**src/rtl/cache_mem_arbiter.sv**
```systemverilog
// Round-robin arbiter sharing one line-wide memory port between I-cache (r0) and D-cache (r1),
// with an evict-then-refill lock and a watchdog that aborts memory transactions that never ack.
//   state  | meaning
//   IDLE   | sample requests, pick a winner, latch its command
//   BUS    | mem_req held until mem_ack or watchdog expiry
//   RESP   | one-cycle ack to the winner, update round-robin and lock
module cache_mem_arbiter #(
  parameter int LINE_BYTES = 16,
  parameter int TIMEOUT    = 255,
  localparam int LW        = LINE_BYTES * 8
) (
  input  logic          clk,
  input  logic          rst_n,
  input  logic          r0_req,
  input  logic          r0_we,
  input  logic          r0_lock,
  input  logic [31:0]   r0_addr,
  input  logic [LW-1:0] r0_wdata,
  output logic          r0_ack,
  output logic          r0_err,
  output logic [LW-1:0] r0_rdata,
  input  logic          r1_req,
  input  logic          r1_we,
  input  logic          r1_lock,
  input  logic [31:0]   r1_addr,
  input  logic [LW-1:0] r1_wdata,
  output logic          r1_ack,
  output logic          r1_err,
  output logic [LW-1:0] r1_rdata,
  output logic          mem_req,
  output logic          mem_we,
  output logic [31:0]   mem_addr,
  output logic [LW-1:0] mem_wdata,
  input  logic [LW-1:0] mem_rdata,
  input  logic          mem_ack
);

  localparam int WW = (TIMEOUT > 1) ? $clog2(TIMEOUT) : 1;
  localparam logic [WW-1:0] WD_LAST = WW'((TIMEOUT > 0) ? TIMEOUT - 1 : 0);
  localparam logic [31:0] ADDR_MASK = ~(32'(LINE_BYTES) - 32'd1);

  typedef enum logic [1:0] {S_IDLE, S_BUS, S_RESP} state_t;

  state_t          state, state_nxt;
  logic            gnt_sel, any_req, wd_expire;
  logic            gnt_q, we_q, last_grant, lock_vld, lock_id;
  logic [31:0]     addr_q;
  logic [LW-1:0]   wdata_q, cap_rdata;
  logic [WW-1:0]   wdog;

  assign any_req   = r0_req | r1_req;
  assign wd_expire = (TIMEOUT != 0) && (wdog == WD_LAST);
  // mem_ack beats a simultaneous expiry; write-backs return no data
  assign cap_rdata = (mem_ack && !we_q) ? mem_rdata : '0;

  always_comb begin
    gnt_sel = ~last_grant;
    if (lock_vld && !lock_id && r0_req)      gnt_sel = 1'b0;
    else if (lock_vld && lock_id && r1_req)  gnt_sel = 1'b1;
    else if (r0_req && !r1_req)              gnt_sel = 1'b0;
    else if (r1_req && !r0_req)              gnt_sel = 1'b1;
  end

  always_ff @(posedge clk or negedge rst_n) begin
    if (!rst_n) state <= S_IDLE;
    else        state <= state_nxt;
  end

  always_comb begin
    state_nxt = state;
    case (state)
      S_IDLE:  if (any_req) state_nxt = S_BUS;
      S_BUS:   if (mem_ack || wd_expire) state_nxt = S_RESP;
      S_RESP:  state_nxt = S_IDLE;
      default: state_nxt = S_IDLE;
    endcase
  end

  always_comb begin
    mem_req   = 1'b0;
    mem_we    = 1'b0;
    mem_addr  = '0;
    mem_wdata = '0;
    r0_ack    = 1'b0;
    r1_ack    = 1'b0;
    case (state)
      S_BUS: begin
        mem_req   = 1'b1;
        mem_we    = we_q;
        mem_addr  = addr_q;
        mem_wdata = wdata_q;
      end
      S_RESP: begin
        r0_ack = ~gnt_q;
        r1_ack = gnt_q;
      end
      default: ;
    endcase
  end

  always_ff @(posedge clk or negedge rst_n) begin
    if (!rst_n) begin
      gnt_q      <= 1'b0;
      we_q       <= 1'b0;
      addr_q     <= '0;
      wdata_q    <= '0;
      wdog       <= '0;
      last_grant <= 1'b1;
      lock_vld   <= 1'b0;
      lock_id    <= 1'b0;
      r0_rdata   <= '0;
      r0_err     <= 1'b0;
      r1_rdata   <= '0;
      r1_err     <= 1'b0;
    end else begin
      case (state)
        S_IDLE: begin
          // the lock only survives the first IDLE cycle after RESP
          lock_vld <= 1'b0;
          wdog     <= '0;
          if (any_req) begin
            gnt_q   <= gnt_sel;
            we_q    <= gnt_sel ? r1_we : r0_we;
            addr_q  <= (gnt_sel ? r1_addr : r0_addr) & ADDR_MASK;
            wdata_q <= gnt_sel ? r1_wdata : r0_wdata;
          end
        end
        S_BUS: begin
          if (mem_ack || wd_expire) begin
            if (gnt_q) begin
              r1_rdata <= cap_rdata;
              r1_err   <= ~mem_ack;
            end else begin
              r0_rdata <= cap_rdata;
              r0_err   <= ~mem_ack;
            end
          end else begin
            wdog <= wdog + WW'(1);
          end
        end
        S_RESP: begin
          last_grant <= gnt_q;
          lock_vld   <= gnt_q ? r1_lock : r0_lock;
          lock_id    <= gnt_q;
          wdog       <= '0;
        end
        default: ;
      endcase
    end
  end

endmodule

```
**config.mk**
```make
export PLATFORM = sky130hd
export DESIGN_NAME = cache_mem_arbiter
export DESIGN_NICKNAME = d
export VERILOG_FILES = /design/src/rtl/cache_mem_arbiter.sv
export SDC_FILE = /design/constraint.sdc
export NUM_CORES = 1
export LEC_CHECK = 0
export BUFFER_PORTS_ARGS = -buffer_cell sky130_fd_sc_hd__buf_2
export CAP_MARGIN = 20
export CORE_AREA = 2 2 342 344
export DETAILED_ROUTE_END_ITERATION = 7
export DIE_AREA = 0 0 344 346
export GPL_TIMING_DRIVEN = 0
export PLACE_DENSITY = 0.32
export SLEW_MARGIN = 20
export SYNTH_ARGS = -nofsm -noshare
export SYNTH_HDL_FRONTEND = slang
export SYNTH_SLANG_ARGS = --single-unit
```
**constraint.sdc**
```tcl
create_clock -name clk -period 2.8 [get_ports clk]
set_clock_uncertainty 0.2 [all_clocks]
set_input_delay 0.42 -clock clk [delete_from_list [all_inputs] [get_ports clk]]
set_output_delay 0.42 -clock clk [all_outputs]
set_load 0.1 [all_outputs]
```
==> summary.json <==
{
  "syn_inst": {"value": 1722},
  "place_inst": {"value": 4121},
  "critical_path.endpoint_type": {"value": "primary output"},
  "synth_cell_types": {"value": 45},
  "ys_seq_area_share": {"value": 57.9, "unit": "%"},
  "post_route_cells_drive_above_1_share": {"value": 38.7, "unit": "%"},
  "layout.cells.non_filler": {"value": 4697},
  "num_io_pins": {"value": 879},
  "vias_per_cell": {"value": 4.31},
  "synth-edff-count": {"value": 0},
  "gp_congestion": {"value": 0.892},
  "worst_hold_check_path_type": {"value": "input port to asynchronous set/reset pin"},
  "dieWidth": {"value": 344, "unit": "µm"},
  "drt.antenna.violating_nets": {"value": 0},
  "synth_area": {"value": 18500, "unit": "µm²"},
  "cp_data_arrival_time": {"value": 2.13, "unit": "ns"},
  "rows": {"value": 125},
  "postSynth.topFlopCell": {"value": "sky130_fd_sc_hd__dfrtp_1"},
  "most_common_library_cell_in_the_layout_ignoring_fill_and_taps": {"value": "sky130_fd_sc_hd__buf_2"},
  "first_pass_grt_wire_length": {"value": 154, "unit": "mm"},
  "globalRouteOverflowTotal": {"value": 0},
  "fin_crit": {"value": 2.75, "unit": "ns"},
  "drv_slew": {"value": 0},
  "synth_area_leaders": {"value": "sky130_fd_sc_hd__dfrtp_1 (58%), sky130_fd_sc_hd__a32o_1 (14%), sky130_fd_sc_hd__nand2_1 (6.6%)"},
  "maximum_count_of_clock_buffers_along_a_single_path": {"value": 3},
  "layout_worst_path_cycle_share": {"value": 98.1, "unit": "%"},
  "worstRegToRegCells": {"value": 7},
  "max-cap-violations": {"value": 0},
  "route.vias.total": {"value": 20200},
  "synth.avg_cell_area": {"value": 10.8, "unit": "µm²"},
  "layout.cell_area.non_filler": {"value": 34100, "unit": "µm²"},
  "area.growth.synth_to_final": {"value": 84.1, "unit": "%"},
  "max_clock_freq": {"value": 364, "unit": "MHz"},
  "clock_tree.root_cell": {"value": "sky130_fd_sc_hd__clkbuf_16"},
  "post-dp-hpwl": {"value": 84.0, "unit": "mm"},
  "timing.critical_path.required": {"value": 2.18, "unit": "ns"},
  "timing.rr.end": {"value": "wdata_q[52]"},
  "cp_max_fo": {"value": 10},
  "worstSetupPathType": {"value": "flip-flop to primary output"},
  "pin_count_of_the_biggest_net_entering_global_routing": {"value": 88},
  "die_area": {"value": 119000, "unit": "µm²"},
  "first_global_vias": {"value": 22000},
  "ys_warn_count": {"value": 0},
  "cts_buffer_count": {"value": 57},
  "core_box_area": {"value": 115000, "unit": "µm²"},
  "die_h": {"value": 346, "unit": "µm"},
  "final_cell_mix": {"value": "sky130_fd_sc_hd__buf_2 (748), sky130_fd_sc_hd__dlygate4sd3_1 (445), sky130_fd_sc_hd__dfrtp_1 (427), sky130_fd_sc_hd__nand2_1 (324), sky130_fd_sc_hd__a32o_1 (256)"},
  "nets": {"value": 3575},
  "clock_sinks": {"value": 429},
  "timing.reg2reg.setup_slack": {"value": 0.25, "unit": "ns"},
  "post_drt_wl_per_cell": {"value": 23.2, "unit": "µm"},
  "post-synth-top-area-cell": {"value": "sky130_fd_sc_hd__dfrtp_1"},
  "sum_of_negative_setup_slack": {"value": 0, "unit": "ns"},
  "drt_pass1_iterations": {"value": 5},
  "grt_antenna_before_repair": {"value": 26},
  "finalWirelength": {"value": 109, "unit": "mm"},
  "total_of_flip_flops_plus_latches_after_synthesis": {"value": 429},
  "clk-insertion-delay-late": {"value": 0.65, "unit": "ns"},
  "rsz_0062_raised_after_global_routing": {"value": "true"},
  "worst_slew_pin_slew": {"value": 1.01, "unit": "ns"},
  "result_of_the_run": {"value": "complete, no violations"},
  "synthArstFlopShare": {"value": 100, "unit": "%"},
  "critical_path.startpoint_type": {"value": "flip-flop"},
  "synth_top_cell_area_share": {"value": 57.8, "unit": "%"},
  "gr_usage_total": {"value": 17.5, "unit": "%"},
  "fin_worst_hold_slack": {"value": 0.0791, "unit": "ns"},
  "rr_startpoint": {"value": "last_grant"},
  "initial_utilization": {"value": 16.1, "unit": "%"},
  "worst_relative_slew_slack": {"value": 33.0, "unit": "%"},
  "io_buffers": {"value": 866},
  "timing.final.hold_violations": {"value": 0},
  "clock_tree.htree_level_count": {"value": 2},
  "dpl_cell_area": {"value": 25000, "unit": "µm²"},
  "drt_iter0_drc": {"value": 963},
  "clkTransAtPathRegs": {"value": 0.06, "unit": "ns"},
  "detail_route.drc_violations": {"value": 0},
  "tritoncts": {"value": "built"},
  "finalSetupViolCount": {"value": 0}
}
[per-stage QoR]
stage | worst slack, ns | utilization, %
2_1_floorplan | 0.110 | -
3_3_place_gp | -8.40 | 21.5
3_5_place_dp | -0.760 | 21.6
4_1_cts | -0.136 | 29.5
5_1_grt | -0.0618 | 29.6
6_report | 0.0527 | 29.6
[sequential cells by signal, indices dropped and copies added (netlist names), 2 cells and up]
| signal | flops |
|---|---|
| addr_q | 28 |
| r0_rdata | 128 |
| r1_rdata | 128 |
| state | 2 |
| wdata_q | 128 |
| wdog | 8 |
[logic make-up after synthesis]
logic type               Yosys count  synth area share [%]
multiplexers                       2                 0.108
AO/OA/AOI/OAI                    437                  20.1
adder cells (fa/ha/maj)            2                 0.135
flip-flops                       429                  57.9
other                              1                0.0202
AND/OR/NAND/NOR                  668                  16.0
buffers and inverters            183                  5.75
[area by class of cell]
cell class | instances | area (µm²)
fillers | 12200 | 81300
clock buffers | 81 | 1630
repair inverters | 1 | 8.76
diodes | 11 | 27.5
repair buffers | 1332 | 11100
plain buffers | 179 | 1320
multi-input cells | 1113 | 7030
clock inverters | 24 | 379
inverters | 3 | 23.8
well taps | 1524 | 1910
flip-flops and latches | 429 | 10700
[synth_stat cells, types with 2 or more instances]
library cell / instances
sky130_fd_sc_hd__a31oi_1: 157
sky130_fd_sc_hd__nand2b_1: 2
sky130_fd_sc_hd__buf_6: 37
sky130_fd_sc_hd__a21oi_1: 6
sky130_fd_sc_hd__o21ai_0: 2
sky130_fd_sc_hd__nand4_1: 3
sky130_fd_sc_hd__a31o_2: 2
sky130_fd_sc_hd__nand3_1: 4
sky130_fd_sc_hd__o31ai_1: 3
sky130_fd_sc_hd__dfrtp_1: 428
sky130_fd_sc_hd__nand2_2: 2
sky130_fd_sc_hd__a32o_1: 256
sky130_fd_sc_hd__nor2b_1: 2
sky130_fd_sc_hd__buf_2: 45
sky130_fd_sc_hd__clkbuf_1: 81
sky130_fd_sc_hd__buf_1: 5
sky130_fd_sc_hd__o211ai_1: 3
sky130_fd_sc_hd__nor2_1: 161
sky130_fd_sc_hd__nand2_1: 324
sky130_fd_sc_hd__and2_1: 159
sky130_fd_sc_hd__mux2i_1: 2
sky130_fd_sc_hd__buf_4: 12
sky130_fd_sc_hd__ha_1: 2
sky130_fd_sc_hd__inv_1: 2
sky130_fd_sc_hd__and3_1: 2
[worst max-delay path, stage by stage (launching register included)]
cell and delay (ns):
sky130_fd_sc_hd__dfrtp_1 0.39, sky130_fd_sc_hd__nand2b_4 0.22, sky130_fd_sc_hd__inv_12 0.12, sky130_fd_sc_hd__clkbuf_16 0.20
sky130_fd_sc_hd__clkbuf_16 0.16, sky130_fd_sc_hd__and2_4 0.18, sky130_fd_sc_hd__buf_12 0.18
[per-layer routing]
| layer | track usage [%] | up-vias | share of wire, % |
|---|---|---|---|
| li1 | - | 9045 | - |
| met2 | 30.4 | 847 | 49 |
| met1 | 19.8 | 10100 | 39 |
| met4 | 7.30 | 12 | 4.3 |
| met3 | 5.36 | 204 | 8.0 |
| met5 | 0 | - | 0.064 |
[worst max path at each step]
stage / startpoint / endpoint / slack, ns / depth (start not counted)
3_3_place_gp: rst_n / wdata_q[26] / -8.40 / 1
3_5_place_dp: state[1] / mem_wdata[114] / -0.76 / 7
4_1_cts: state[1] / mem_addr[7] / -0.14 / 8
6_report: state[1] / mem_wdata[100] / 0.05 / 6
2_1_floorplan: state[1] / mem_addr[23] / 0.11 / 5
5_1_grt: state[1] / mem_wdata[100] / -0.06 / 6
[repair_timing]
item                                    in CTS  in global routing
endpoints found under the setup margin     273                200
gates resized for setup                    710                 23
setup buffers                                6                  2
pin swaps                                   28                 24
hold buffers                               445                  0
endpoints found under the hold margin      602                  0
cloned                                       7                  3
Power is not shown: default switching activity piles up to over one toggle a cycle in this logic, so the estimate is an artifact.
